### src/rtl/seq_array_multiplier_if.sv
// Handshake bundle for seq_array_multiplier: operand input channel, product
// output channel and the busy status flag.
interface seq_array_multiplier_if #(
    parameter int WIDTH = 4
);
    logic                 in_valid;
    logic                 in_ready;
    logic [WIDTH-1:0]     a;
    logic [WIDTH-1:0]     b;
    logic                 signed_mode;
    logic                 out_valid;
    logic                 out_ready;
    logic [2*WIDTH-1:0]   product;
    logic                 busy;

    modport master (
        output in_valid, a, b, signed_mode, out_ready,
        input  in_ready, out_valid, product, busy
    );

    modport slave (
        input  in_valid, a, b, signed_mode, out_ready,
        output in_ready, out_valid, product, busy
    );
endinterface

### src/rtl/seq_array_multiplier.sv
// Sequential radix-2 shift-add multiplier, signed or unsigned per transaction.
// Optional early termination on an exhausted multiplier: SEQ_ARRAY_MULTIPLIER_EARLY_TERM_EN.
module seq_array_multiplier #(
    parameter int WIDTH = 4
) (
    input  logic                   clk,
    input  logic                   rst_n,
    seq_array_multiplier_if.slave  bus
);
    localparam int PW    = 2 * WIDTH;
    localparam int CNT_W = $clog2(WIDTH);

    localparam logic [1:0] ST_IDLE = 2'd0;
    localparam logic [1:0] ST_CALC = 2'd1;
    localparam logic [1:0] ST_DONE = 2'd2;

    localparam logic [CNT_W-1:0] LAST_BIT = CNT_W'(WIDTH - 1);

    // Widen an operand to product width, replicating the sign bit in signed mode.
    function automatic logic [PW-1:0] extend_operand(input logic [WIDTH-1:0] v, input logic sgn);
        return {{WIDTH{sgn & v[WIDTH-1]}}, v};
    endfunction

    logic [1:0]       state_r;
    logic [PW-1:0]    mcand_r;
    logic [WIDTH-1:0] mplier_r;
    logic [PW-1:0]    acc_r;
    logic [CNT_W-1:0] cnt_r;
    logic             signed_r;
    logic [PW-1:0]    product_r;
    logic             in_ready_r;
    logic             out_valid_r;
    logic             busy_r;

    logic [PW-1:0]    addend_s;
    logic [PW-1:0]    acc_next_s;
    logic [WIDTH-1:0] mplier_next_s;
    logic             last_bit_s;
    logic             finish_s;
    logic             accept_s;
    logic             release_s;

    assign accept_s  = bus.in_valid & in_ready_r;
    assign release_s = out_valid_r & bus.out_ready;

    // One shift-add step; the sign bit of a signed multiplier carries negative weight.
    always_comb begin
        addend_s      = {PW{1'b0}};
        acc_next_s    = acc_r;
        mplier_next_s = {1'b0, mplier_r[WIDTH-1:1]};
        last_bit_s    = (cnt_r == LAST_BIT);
        if (mplier_r[0]) begin
            addend_s = mcand_r;
        end else begin
            addend_s = {PW{1'b0}};
        end
        if (last_bit_s && signed_r) begin
            acc_next_s = acc_r - addend_s;
        end else begin
            acc_next_s = acc_r + addend_s;
        end
    end

`ifdef SEQ_ARRAY_MULTIPLIER_EARLY_TERM_EN
    // Remaining zero multiplier bits add nothing, so stop as soon as none are left.
    assign finish_s = last_bit_s | (mplier_next_s == {WIDTH{1'b0}});
`else
    assign finish_s = last_bit_s;
`endif

    // Control FSM and registered handshake/status outputs.
    always_ff @(posedge clk or negedge rst_n) begin
        if (!rst_n) begin
            state_r     <= ST_IDLE;
            in_ready_r  <= 1'b1;
            out_valid_r <= 1'b0;
            busy_r      <= 1'b0;
        end else begin
            case (state_r)
                ST_IDLE: begin
                    if (accept_s) begin
                        state_r    <= ST_CALC;
                        in_ready_r <= 1'b0;
                        busy_r     <= 1'b1;
                    end
                end
                ST_CALC: begin
                    if (finish_s) begin
                        state_r     <= ST_DONE;
                        out_valid_r <= 1'b1;
                    end
                end
                ST_DONE: begin
                    if (release_s) begin
                        state_r     <= ST_IDLE;
                        out_valid_r <= 1'b0;
                        in_ready_r  <= 1'b1;
                        busy_r      <= 1'b0;
                    end
                end
                default: begin
                    state_r     <= ST_IDLE;
                    in_ready_r  <= 1'b1;
                    out_valid_r <= 1'b0;
                    busy_r      <= 1'b0;
                end
            endcase
        end
    end

    // Operand latch, accumulate/shift datapath and bit counter.
    always_ff @(posedge clk or negedge rst_n) begin
        if (!rst_n) begin
            mcand_r  <= {PW{1'b0}};
            mplier_r <= {WIDTH{1'b0}};
            acc_r    <= {PW{1'b0}};
            cnt_r    <= {CNT_W{1'b0}};
            signed_r <= 1'b0;
        end else begin
            case (state_r)
                ST_IDLE: begin
                    if (accept_s) begin
                        mcand_r  <= extend_operand(bus.a, bus.signed_mode);
                        mplier_r <= bus.b;
                        signed_r <= bus.signed_mode;
                        acc_r    <= {PW{1'b0}};
                        cnt_r    <= {CNT_W{1'b0}};
                    end
                end
                ST_CALC: begin
                    acc_r    <= acc_next_s;
                    mcand_r  <= {mcand_r[PW-2:0], 1'b0};
                    mplier_r <= mplier_next_s;
                    cnt_r    <= cnt_r + CNT_W'(1);
                end
                ST_DONE: begin
                    acc_r <= acc_r;
                end
                default: begin
                    acc_r <= {PW{1'b0}};
                    cnt_r <= {CNT_W{1'b0}};
                end
            endcase
        end
    end

    // Product register: only ever loaded with a completed result.
    always_ff @(posedge clk or negedge rst_n) begin
        if (!rst_n) begin
            product_r <= {PW{1'b0}};
        end else if ((state_r == ST_CALC) && finish_s) begin
            product_r <= acc_next_s;
        end else begin
            product_r <= product_r;
        end
    end

    assign bus.in_ready  = in_ready_r;
    assign bus.out_valid = out_valid_r;
    assign bus.product   = product_r;
    assign bus.busy      = busy_r;

endmodule

### src/flat_wrapper.sv
// flat-port wrapper written by rule: the top's interface ports become plain ports
module seq_array_multiplier_flat 
#(
    parameter int WIDTH = 4
)
  (clk, rst_n, bus_in_valid, bus_a, bus_b, bus_signed_mode, bus_out_ready, bus_in_ready, bus_out_valid, bus_product, bus_busy);
  seq_array_multiplier_if #(.WIDTH(WIDTH)) bus_i ();
  input  logic clk;
  input  logic rst_n;
  input wire logic [$bits(bus_i.in_valid)-1:0] bus_in_valid;
  input wire logic [$bits(bus_i.a)-1:0] bus_a;
  input wire logic [$bits(bus_i.b)-1:0] bus_b;
  input wire logic [$bits(bus_i.signed_mode)-1:0] bus_signed_mode;
  input wire logic [$bits(bus_i.out_ready)-1:0] bus_out_ready;
  output wire logic [$bits(bus_i.in_ready)-1:0] bus_in_ready;
  output wire logic [$bits(bus_i.out_valid)-1:0] bus_out_valid;
  output wire logic [$bits(bus_i.product)-1:0] bus_product;
  output wire logic [$bits(bus_i.busy)-1:0] bus_busy;
  assign bus_i.in_valid = bus_in_valid;
  assign bus_i.a = bus_a;
  assign bus_i.b = bus_b;
  assign bus_i.signed_mode = bus_signed_mode;
  assign bus_i.out_ready = bus_out_ready;
  assign bus_in_ready = bus_i.in_ready;
  assign bus_out_valid = bus_i.out_valid;
  assign bus_product = bus_i.product;
  assign bus_busy = bus_i.busy;
  seq_array_multiplier #(.WIDTH(WIDTH)) u_core (.clk(clk), .rst_n(rst_n), .bus(bus_i));
endmodule
### config.mk
export PLATFORM = sky130hd
export DESIGN_NAME = seq_array_multiplier_flat
export DESIGN_NICKNAME = d
export VERILOG_FILES = /design/src/rtl/seq_array_multiplier_if.sv /design/src/rtl/seq_array_multiplier.sv /design/src/flat_wrapper.sv
export SDC_FILE = /design/constraint.sdc
export NUM_CORES = 1
export LEC_CHECK = 0
export CORE_MARGIN = 5
export CORE_UTILIZATION = 45
export DETAILED_ROUTE_END_ITERATION = 16
export PLACE_DENSITY = 0.67
export SETUP_SLACK_MARGIN = 0.3
export SYNTH_ARGS = -nofsm -noshare
export SYNTH_HDL_FRONTEND = slang
export SYNTH_SLANG_ARGS = --single-unit
export TNS_END_PERCENT = 5
### constraint.sdc
create_clock -name clk -period 7.05 [get_ports clk]
set_clock_uncertainty 0.15 [all_clocks]
set_input_delay 1.41 -clock clk [delete_from_list [all_inputs] [get_ports clk]]
set_output_delay 1.41 -clock clk [all_outputs]
set_load 0.02 [all_outputs]
==> metrics <==
Clock Power Share=17.3%; RSZ-0062 raised after global routing=false; simple logic cell fraction of the synthesized area=16.6%; clock-pin slew reported for the worst setup and hold paths after clock tree synthesis=0.08 ns; number of failing hold endpoints at the final stage=0; total routed wire length on the met1 layer=1800 µm; number of flops mapped to enable cells by yosys=0; endpoint kind of the worst setup timing path=flip-flop; Highest Signal Layer=met4; initial antenna violation count=0; area share of the largest cell type after synthesis=44.8%; first-pass iteration count of the detailed router=4; total number of nets in the final design=256; met3 wirelength from detailed routing=165 µm; count of state elements after synthesis=36; area taken by multi-input logic gates=972 µm²; aggregate global routing overflow=0; number of hold-repair buffers added at the cts stage=0; Internal Power=0.000623 W; count of endpoints failing setup in the final report=0; CTS Sinks=36; vias after detailed routing=1486; post-synthesis area per instance=9.31 µm²; residual DRC count=0; biggest area contributors in the synthesized netlist=dfrtp_1 45%, nand2_1 8.3%, o21ai_0 6.7%, ha_1 5.8%, a21oi_1 2.8%; area fraction in compound gates after synthesis=19.1%; Setup Buffers After CTS=0; aggregate negative setup slack=0 ns; Iter 0 DRT Violations=61; initial core utilization=45.5%; final setup slack of the worst path=3.65 ns; Antenna Violating Nets Remaining=0; Vias/cell=5.20; portion of the post-synthesis area used by sequential elements=46.2%; clock root cell=clkbuf_8; largest net degree at the start of global routing=37; Placement Setup Slack=3.34 ns; kind of path behind the tightest hold check=flip-flop to flip-flop; fin crit share=48.2%; routed wire length on met2=1690 µm; area of the placeable core=4290 µm²; sequential cell area=902 µm²; Tmin final=3.40 ns; share of total power consumed by net switching=40.1%; maximum root-to-sink buffer count=2; arrival time reported for the critical path endpoint=3.42 ns; net switching power=0.000417 W; layout filler cell count=418; number of standard-cell rows in the floorplan=24; worst slew margin relative to its limit=37.6%; count of yosys warnings during synthesis=0; number of cells after detailed placement=278; transition at the pin with the smallest max-transition slack=0.933 ns; Max Slew Vio Count=0; total die area=5760 µm²; xor/xnor share of the synthesized area=3.59%; final wirelength=3700 µm; proportion of power drawn by combinational gates=47.5%; proportion of synthesized flip-flops having asynchronous set or reset=100%; post-synthesis mux area share=3.71%; die height=75.9 µm; P per Cell Area=448 nW/µm²; number of global-route vias before repair=1485; required time at the endpoint of the critical path=7.07 ns; I/O Pins=24; cells resized by post-CTS repair=0; kind of critical path=primary input to flip-flop; combinational family with the most area after synthesis=compound AO/OA/AOI/OAI gates; largest driver fanout on the critical path=13; post-synthesis to final-layout area growth=19.0%; VDD IR max=0.000230 V; synthesized netlist net count=233; fin cells=286; leakage power of the design=1.01 nW; maximum clock frequency=0.294 GHz; overall power of the completed layout=0.00104 W; number of cells produced by synthesis=210; routed length per instance=13.0 µm; run status=complete, no violations; H-Tree Depth=2; proportion of power drawn by flip-flops and latches=35.2%; leading area contributor after synthesis=dfrtp_1; wire length of the first global-routing pass=6690 µm; area of the mapped netlist=1950 µm²; TritonCTS clock tree=built; number of antenna repair diodes=0; Startpoint Class=primary input; Maximum Capacitance Violations=0; global placement routability congestion=0.728; number of clock buffers inserted by TritonCTS=5; sum of net half-perimeters after detailed placement=2690 µm; share of post-route cells with drive strength above 1=7.69%; worst-skew pair later-pin latency=0.29 ns; Main synth FF type=dfrtp_1; number of different library cells in the post-synthesis netlist=40; aggregate global-route resource usage=13.9%; Die W=75.9 µm; Buffers on Ports=23; fraction of the mapped netlist area in adder cells=6.79%
==> cell type report <==
cell class,instances,area share [%]
multi-input combinational,155,41.8
sequential,36,38.8
timing repair buffer,24,10.0
clock buffer,5,2.96
tap,52,2.80
clock inverter,3,1.83
inverter,11,1.78
==> cells in the final DEF (no fill, tap or decap), types with 2 or more instances in the layout <==
cell type        count
nand2_1             43
dfrtp_1             35
o21ai_0             26
clkdlybuf4s50_1     22
inv_1               11
a21oi_1             11
ha_1                 9
nor2_1               7
xor2_1               6
mux2i_1              5
clkbuf_8             5
a22oi_1              4
o31ai_1              3
nand2b_1             3
nor2b_1              3
o22ai_1              3
nor3_1               3
nand3_1              3
and2_1               2
xnor2_1              2
o21a_1               2
nor3_2               2
a22o_1               2
mux2_2               2
==> cell families (layout without fill, tap and decap cells) <==
group,count (synthesis),after routing
AOI/OAI and AO/OA,61,61
xor gates and xnor gates,8,8
adders and majority gates,10,10
buffers and inverters,19,43
DFF,36,36
muxes,7,7
and+or+nand+nor,69,69
==> power groups by stage <==
stage / registers, W / clock network [W] / logic (W)
after global placement: 0.000369 / 0 / 0.000491
after detailed placement: 0.000370 / 0 / 0.000500
after CTS: 0.000367 / 0.000186 / 0.000503
after global routing: 0.000380 / 0.000193 / 0.000569
final: 0.000366 / 0.000180 / 0.000494
after floorplan: 0.000377 / 0 / 0.000351
==> path summary, 6_finish.rpt <==
| path | startpoint | slack [ns] | depth (start not counted) | end |
|---|---|---|---|---|
| min | u_core.mplier_r[2] | 0.33 | 2 | u_core.mplier_r[1] |
| min in group asynchronous | rst_n | 1.05 | 1 | u_core.bus.product[2] |
| max reg2reg | u_core.mplier_r[0] | 4.13 | 10 | u_core.bus.product[7] |
| max in group asynchronous | rst_n | 5.20 | 1 | u_core.mcand_r[0] |
| max | bus_in_valid | 3.65 | 7 | u_core.mcand_r[4] |
| min reg2reg | u_core.mplier_r[2] | 0.33 | 2 | u_core.mplier_r[1] |
==> flip-flops by register name (all words and copies together), names as in the netlist, 2 cells and up <==
signal,flops
u_core.cnt_r,2
u_core.mcand_r,8
u_core.bus.product,8
u_core.mplier_r,4
u_core.state_r,2
u_core.acc_r,8
==> per-layer routing <==
| metal | global-route usage (%) | vias up |
|---|---|---|
| met4 | 4.27 | 0 |
| met5 | 0 | - |
| met3 | 3.44 | 7 |
| li1 | - | 773 |
| met2 | 22.8 | 24 |
| met1 | 18.0 | 682 |
==> cell usage after synthesis, types with 2 or more instances <==
cell type and count:
nor2_1 7, inv_1 11, xnor2_1 2, nor3_2 2, a22o_1 2, o21a_1 2
nor3_1 3, dfrtp_1 35, o31ai_1 3, nand3_1 3, mux2i_1 5, mux2_2 2
a22oi_1 4, xor2_1 6, nor2b_1 3, o22ai_1 3, and2_1 2, nand2_1 43
ha_1 9, a21oi_1 11, nand2b_1 3, clkbuf_1 6, o21ai_0 26
==> per-stage QoR <==
| step | cell area [µm²] | hold WS (ns) | utilization [%] |
|---|---|---|---|
| floorplan | 1950 | 0.299 | - |
| global placement | 2210 | 0.312 | 51.5 |
| detailed placement | 2210 | 0.314 | 51.5 |
| CTS | 2320 | 0.332 | 54.1 |
| global route | 2320 | 0.359 | 54.1 |
| finish | 2320 | 0.329 | 54.1 |
==> critical path, stage by stage <==
cell and delay, ns:
clkdlybuf4s50_1 0.45, nor2b_1 0.19, nand2_1 0.14, nor2_1 0.73, nor2_1 0.22, a22oi_1 0.21, nand2_1 0.07
(Power assumes the default switching activity.)
